<file path="config.mk">
export PLATFORM = sky130hd
export DESIGN_NAME = div_unit
export DESIGN_NICKNAME = d
export VERILOG_FILES = /design/src/rtl/div_unit.sv
export SDC_FILE = /design/constraint.sdc
export NUM_CORES = 1
export LEC_CHECK = 0
export CAP_MARGIN = 0
export CORE_ASPECT_RATIO = 0.75
export CORE_MARGIN = 2
export CORE_UTILIZATION = 35
export CTS_BUF_LIST = sky130_fd_sc_hd__clkbuf_8
export DETAILED_ROUTE_END_ITERATION = 10
export SYNTH_ARGS = -nofsm -noshare
export SYNTH_HDL_FRONTEND = slang
export SYNTH_SLANG_ARGS = --single-unit
</file>
<file path="constraint.sdc">
create_clock -name clk -period 12.4 [get_ports clk]
set_clock_uncertainty 0.1 [all_clocks]
set_input_delay 2.48 -clock clk [delete_from_list [all_inputs] [get_ports clk]]
set_output_delay 2.48 -clock clk [all_outputs]
set_load 0.05 [all_outputs]
</file>
<file path="src/rtl/div_unit.sv">
// ---------------------------------------------------------------------------
// div_unit
//
// Iterative radix-2 restoring divider for MIPS DIV/DIVU in the execute stage.
// Takes WIDTH cycles of iteration after the start cycle. It holds the E stage
// through div_stallE until the HI/LO result is ready. It keeps the result
// stable while other stall sources freeze the pipeline. An exception flush
// aborts it without touching HI/LO.
//
// Optional feature (compile-time macro DIV_EARLY_OUT_EN):
//   defined   - a zero divisor or |a| < |b| completes on the start edge,
//               so the stall lasts one cycle.
//   undefined - every operation runs the full WIDTH iterations.
//
// Ports:
//   clk         in   clock, rising edge
//   resetn      in   asynchronous active-low reset
//   div_enE     in   DIV/DIVU instruction present in E (held while in E)
//   signedE     in   1 = DIV (two's complement), 0 = DIVU
//   aE          in   dividend (rs)
//   bE          in   divisor (rt)
//   pipe_stall  in   other stall sources (excluding div_stallE)
//   flush       in   exception flush
//   div_stallE  out  divider needs E to hold (combinational)
//   hi          out  remainder
//   lo          out  quotient
// ---------------------------------------------------------------------------
module div_unit #(
    parameter int WIDTH = 32
) (
    input  logic             clk,
    input  logic             resetn,
    input  logic             div_enE,
    input  logic             signedE,
    input  logic [WIDTH-1:0] aE,
    input  logic [WIDTH-1:0] bE,
    input  logic             pipe_stall,
    input  logic             flush,
    output logic             div_stallE,
    output logic [WIDTH-1:0] hi,
    output logic [WIDTH-1:0] lo
);

    localparam int CW = (WIDTH > 1) ? $clog2(WIDTH) : 1;

    typedef enum logic [1:0] {
        IDLE = 2'd0,
        BUSY = 2'd1,
        DONE = 2'd2
    } state_t;

    state_t           state_q;
    logic [CW-1:0]    cnt_q;
    logic [WIDTH-1:0] rem_q;      // partial remainder
    logic [WIDTH-1:0] quo_q;      // dividend bits shifting out, quotient bits in
    logic [WIDTH-1:0] dvs_q;      // divisor magnitude
    logic [WIDTH-1:0] a_q;        // raw dividend, returned as HI on divide-by-zero
    logic             q_neg_q;
    logic             r_neg_q;
    logic             dz_q;
    logic [WIDTH-1:0] hi_q;
    logic [WIDTH-1:0] lo_q;

    // Operand conditioning for the start edge
    logic             a_neg;
    logic             b_neg;
    logic [WIDTH-1:0] a_mag;
    logic [WIDTH-1:0] b_mag;

    // One restoring step
    logic [WIDTH:0]   shift_val;
    logic [WIDTH:0]   trial;
    logic [WIDTH-1:0] rem_d;
    logic [WIDTH-1:0] quo_d;
    logic [WIDTH-1:0] hi_res;
    logic [WIDTH-1:0] lo_res;
    logic             last_step;

    always_comb begin
        a_neg = signedE & aE[WIDTH-1];
        b_neg = signedE & bE[WIDTH-1];
        // The magnitude of the most negative value is the same bit pattern
        // read as unsigned, which is exactly what the unsigned core needs.
        a_mag = a_neg ? -aE : aE;
        b_mag = b_neg ? -bE : bE;
    end

    always_comb begin
        shift_val = {rem_q, quo_q[WIDTH-1]};
        // The remainder stays below the divisor, so a WIDTH+1 bit difference
        // is wide enough and its top bit is the borrow.
        trial     = shift_val - {1'b0, dvs_q};
        rem_d     = trial[WIDTH] ? shift_val[WIDTH-1:0] : trial[WIDTH-1:0];
        quo_d     = {quo_q[WIDTH-2:0], ~trial[WIDTH]};
        lo_res    = dz_q ? '1   : (q_neg_q ? -quo_d : quo_d);
        hi_res    = dz_q ? a_q  : (r_neg_q ? -rem_d : rem_d);
        last_step = (cnt_q == CW'(WIDTH - 1));
    end

`ifdef DIV_EARLY_OUT_EN
    logic             early_out;
    logic [WIDTH-1:0] early_lo;

    always_comb begin
        early_out = (bE == '0) | (a_mag < b_mag);
        early_lo  = (bE == '0) ? '1 : '0;
    end
`endif

    always_ff @(posedge clk or negedge resetn) begin
        if (!resetn) begin
            state_q <= IDLE;
            cnt_q   <= '0;
            rem_q   <= '0;
            quo_q   <= '0;
            dvs_q   <= '0;
            a_q     <= '0;
            q_neg_q <= 1'b0;
            r_neg_q <= 1'b0;
            dz_q    <= 1'b0;
            hi_q    <= '0;
            lo_q    <= '0;
        end else if (flush) begin
            // Abort: HI/LO keep whatever they last held.
            state_q <= IDLE;
            cnt_q   <= '0;
        end else begin
            case (state_q)
                IDLE: begin
                    if (div_enE) begin
                        a_q     <= aE;
                        dvs_q   <= b_mag;
                        quo_q   <= a_mag;
                        rem_q   <= '0;
                        cnt_q   <= '0;
                        q_neg_q <= a_neg ^ b_neg;
                        r_neg_q <= a_neg;
                        dz_q    <= (bE == '0);
`ifdef DIV_EARLY_OUT_EN
                        if (early_out) begin
                            state_q <= DONE;
                            lo_q    <= early_lo;
                            hi_q    <= aE;
                        end else begin
                            state_q <= BUSY;
                        end
`else
                        state_q <= BUSY;
`endif
                    end
                end
                BUSY: begin
                    rem_q <= rem_d;
                    quo_q <= quo_d;
                    cnt_q <= cnt_q + CW'(1);
                    if (last_step) begin
                        state_q <= DONE;
                        cnt_q   <= '0;
                        hi_q    <= hi_res;
                        lo_q    <= lo_res;
                    end
                end
                DONE: begin
                    // The instruction leaves E on the first unstalled edge.
                    if (!pipe_stall) begin
                        state_q <= IDLE;
                    end
                end
                default: begin
                    state_q <= IDLE;
                end
            endcase
        end
    end

    assign div_stallE = div_enE & ~flush & (state_q != DONE);
    assign hi         = hi_q;
    assign lo         = lo_q;

endmodule

</file>
* Word-level counts from Yosys, hierarchy flattened *
Cells that the tools add are included.
Widths: inputs -> output; s select.

word-level totals
  register bits after elaboration = 202
  logic and storage cells = 61

operators by class
  eq/ne operators = 8
  $add $sub $neg = 6
  muxes and demuxes = 20
  bitwise gates (word level) = 7
  reduce and logical (&&, ||, !) cells = 9

operators by type and width
  cell                 count
  $mux 32              9
  $neg 32->32          4
  $pmux 32 s2          2
  $sub 33x32->33       1
  $logic_not 32->1     1
  $mux 5               3
  $reduce_and 3->1     4
  $pmux 5 s2           1
  $ne 3x3->1 const B   3
  $mux 2               4
  $pmux 2 s3           1
  $add 5x1->5 const B  1
  $eq 5x5->1 const B   1
  $and 1x1->1          4
  $ne 2x2->1 const B   2
  $reduce_bool 3->1    1
  $eq 2x1->1 const B   1
  $eq 2x2->1 const B   1
  $logic_not 2->1      1
  $not 1->1            2
  $reduce_and 2->1     1
  $reduce_bool 2->1    1
  $xor 1x1->1          1

* Longest topological paths before layout *
  depth in word-level cells = 5
  depth in mapped cells = 24
  gate-level depth less buffers = 21

* Worst setup path before layout *
Ideal clock, no wire load.

  kind = in2out
  start point = in flush
  end point = out div_stallE
  stages = 2
  setup slack = 6.542 ns
  buffers on the path = 0
  arrival time = 3.278 ns
  path through = nand2b_1 -> nor2_1

between the ends
  longest elaborated chain between the ends = 3

RTL lines
  what                       RTL line  source
  start, declared            38        input logic flush,
  $not 1->1 (no line)        --
  $and 1x1->1 (2 in series)  176       assign div_stallE = div_enE & ~flush & (state_q != DONE);
  end, declared              39        output logic div_stallE,

Every way passes these cells.

* Final worst setup path *
Same ends and word-level chain as after synthesis.

==> flow_summary_export.csv <==
group,metric,value,unit
status,run_status,"complete, no violations",
sta,setup_viol,0,
critical_path,cpPeakStageDelay,810,ps
sta,slew_headroom,28.6,%
global_routing,grtUsageTotal,21.7,%
detailed_routing,vias,12700,
power,p_leak,6.95,nW
sta,slew_violations,0,
floorplan,core,0.0382,mm^2
critical_path,slowest_stage,"clkdlybuf4s50_1",
global_routing,antenna_found_initial,2,
detailed_routing,firstDrtPassIters,6,
clock_tree,clock-sinks,202,
detailed_routing,viasPerCell,5.49,
critical_path,path_cells,"clkdlybuf4s50_1, nand2b_1, nor2_1, clkdlybuf4s50_1",
clock_tree,clock_path_buffers,3,
power,power,4.10,mW
critical_path,rr_worst_depth,20,
flow_run,maxCapViolCount,0,
clock_tree,ctsRootBufferMaster,"clkbuf_8",
critical_path,r2r-end,"hi[30]$_DFFE_PN0P_",
critical_path,startpoint_type,"primary input",
clock_tree,cts.clk_slew.worst_paths,60,ps
global_routing,grt_pass1_wl,69200,um
detailed_routing,drtAntennaViolNets,0,
sta,fin_setup_tns,0,ps
clock_tree,ctsHoldBuffers,0,
critical_path,cp_max_fo,7,
critical_path,critPathArrivalTime,4120,ps
global_routing,grt_overflow,0,
finish,layout-drive-gt1-share,6.28,%
sta,post-route-period-util,54.0,%
finish,nets,1881,
place,io_buffers,134,
global_routing,grt_max_degree,101,
floorplan,start_util,35.4,%
floorplan,die_area,0.0403,mm^2
detailed_routing,drc_errors,0,
critical_path,cp_data_required_time,9820,ps
floorplan,fp.dieH,174,um
yosys,synth_edf_count,0,
hold_path,holdPathStages,2,
critical_path,r2r_slack,6130,ps
yosys,ys_ff_latch,202,
clock_tree,cts_tree,"done",
clock_tree,cts.repair.resized,0,
finish,layout_common_cells,"nand2_1 (275), dfrtp_1 (201), o21ai_0 (183), a21oi_1 (156)",
detailed_routing,drt_iter0_markers,1177,
clock_tree,cts_buffers,38,
global_routing,grt_pass1_vias,12000,
floorplan,num_rows,62,
floorplan,num_io_pins,135,
critical_path,crit_path_end_kind,"output pin",
sta,finalCriticalPeriod,6700,ps
power,irDropWorstVdd,0.000138,V
critical_path,timing.rr.start,"quo_q[31]$_DFFE_PN0P_",
sta,worst_slew_pin_slew,1060,ps
yosys,synthArstFlopShare,100,%
clock_tree,cts-htree-levels,2,
clock_tree,post-cts-setup-buffers,0,
yosys,syn_area,0.0136,mm^2
hold_path,hold_class,"flop to flop",
detailed_routing,drt_wl_total,43700,um
sta,fmax,149,MHz
finish,final_common_cell,"nand2_1",
hold_path,hold_end,"lo[2]$_DFFE_PN0P_",
sta,rsz0062_at_grt,"false",
clock_tree,insertion_delay,570,ps
critical_path,crit_top_cell,"clkdlybuf4s50_1",
power,p_per_area,255,mW/mm^2
place,dp_hpwl,32500,um
yosys,synthFlopType,"dfrtp_1",
critical_path,crit_type,"primary input to output pin",
finish,antennaDiodeCount,0,
finish,synthToLayoutAreaGrowth,18.5,%
yosys,syn_nets,1776,
yosys,synth_area_per_cell,8.13,um^2
place,place.gp.congestion,0.895,
sta,hold_viol,0,
yosys,yosysSeqAreaShare,37.3,%
hold_path,worstHoldStart,"lo[2]$_DFFE_PN0P_",
detailed_routing,drt-wirelength-per-cell,18.9,um
floorplan,dieWidth,231,um
yosys,yosys_warnings,0,
yosys,synthCells,1667,
yosys,yosysUniqueCellTypes,86,
==> flip-flops by register name (all words and copies together) (netlist names) <==
signal   cells
q_neg_q      1
r_neg_q      1
a_q         32
hi          32
state_q      2
rem_q       32
quo_q       32
lo          32
dvs_q       32
cnt_q        5
dz_q         1
==> critical path, delay by kind of cell <==
| kind | cells | cell delay, ps |
|---|---|---|
| buffers and inverters | 2 | 1310 |
| and+or+nand+nor | 2 | 320 |
==> Yosys cell counts (4+ instances only) <==
cell       instances  area, um^2
inv_1             52         195
nor4_1            21         131
a211oi_1           5        37.5
o31ai_1           27         203
o21ai_1           11        55.1
and2_1            14        87.6
a21oi_1          156         781
a21o_1             7        52.6
o211ai_1           5        37.5
nor2b_1            8        50.1
or2_2              7        43.8
a21boi_0           5        37.5
xnor2_1           59         517
o21bai_1           4        30.0
buf_1              5        18.8
a2111oi_0          5        43.8
o21a_1            11        82.6
a211oi_2           4        50.1
dfrtp_1          202        5050
or3_1             26         163
nand2_1          275        1030
nor3b_1            5        37.5
clkbuf_1          64         240
or4_1             10        75.1
a21oi_4            4        65.1
o21ai_0          183         916
nand4_1           13        81.3
o41ai_1           11        96.3
buf_6              4        45.0
nor2_1           134         503
a22o_1             6        52.6
buf_2              9        45.0
nor3_1            36         180
xor2_1            71         622
a31oi_1           11        68.8
nand2b_1          14        87.6
mux2i_1           41         410
nand3_1           20         100
and3_1            19         119
ha_1              38         475
==> worst max-delay path by stage <==
stage          slack [ps]   from          to  depth (start not counted)
2_1_floorplan        6540  flush  div_stallE                          2
3_3_place_gp         5710  flush  div_stallE                          4
3_5_place_dp         5710  flush  div_stallE                          4
4_1_cts              5690  flush  div_stallE                          4
5_1_grt              5630  flush  div_stallE                          4
6_report             5700  flush  div_stallE                          4
==> per-stage QoR <==
stage / instances / util (%) / area [um^2] / hold WS [ps] / setup WS, ps
global placement: 2244 / 40.0 / 15300 / 358 / 5710
detailed placement: 2244 / 40.0 / 15300 / 362 / 5710
global route: 2312 / 42.0 / 16100 / 396 / 5630
CTS: 2312 / 42.0 / 16100 / 375 / 5690
finish: 2312 / 42.0 / 16100 / 371 / 5700
floorplan: 1667 / - / 13600 / 337 / 6540
==> cell type report <==
type                    instances  area (um^2)
clock inverters                21         96.3
inverters                      54          203
flip-flops and latches        202         5060
fillers                      3928        22200
repair buffers                149         1460
multi-input cells            1327         7960
clock buffers                  47          647
well taps                     512          641
==> cells by family (layout without fill, tap and decap cells) <==
group	count (synthesis)	in the layout	synth area share, %
and+or+nand+nor	621	621	21.3
AOI/OAI and AO/OA	494	494	22.0
DFF	202	202	37.3
buffers and inverters	138	271	4.18
xor gates and xnor gates	130	130	8.40
muxes	43	43	3.19
adders and majority gates	39	39	3.66
==> report_power, final <==
part | switching [mW] | leakage [nW] | internal [mW] | total (mW)
Clock | 0.309 | 0.440 | 0.344 | 0.653
Combinational | 1.65 | 3.84 | 0.884 | 2.54
Sequential | 0.139 | 2.66 | 0.771 | 0.910
==> layer usage <==
metal | vias to the layer above | track usage, % | wire, um
met4 | 2 | 4.25 | 526
met2 | 408 | 30.6 | 17800
met3 | 43 | 3.89 | 2980
met1 | 6133 | 34.2 | 22400
li1 | 6100 | - | -
met5 | - | 0 | 13
(Power assumes the default switching activity.)
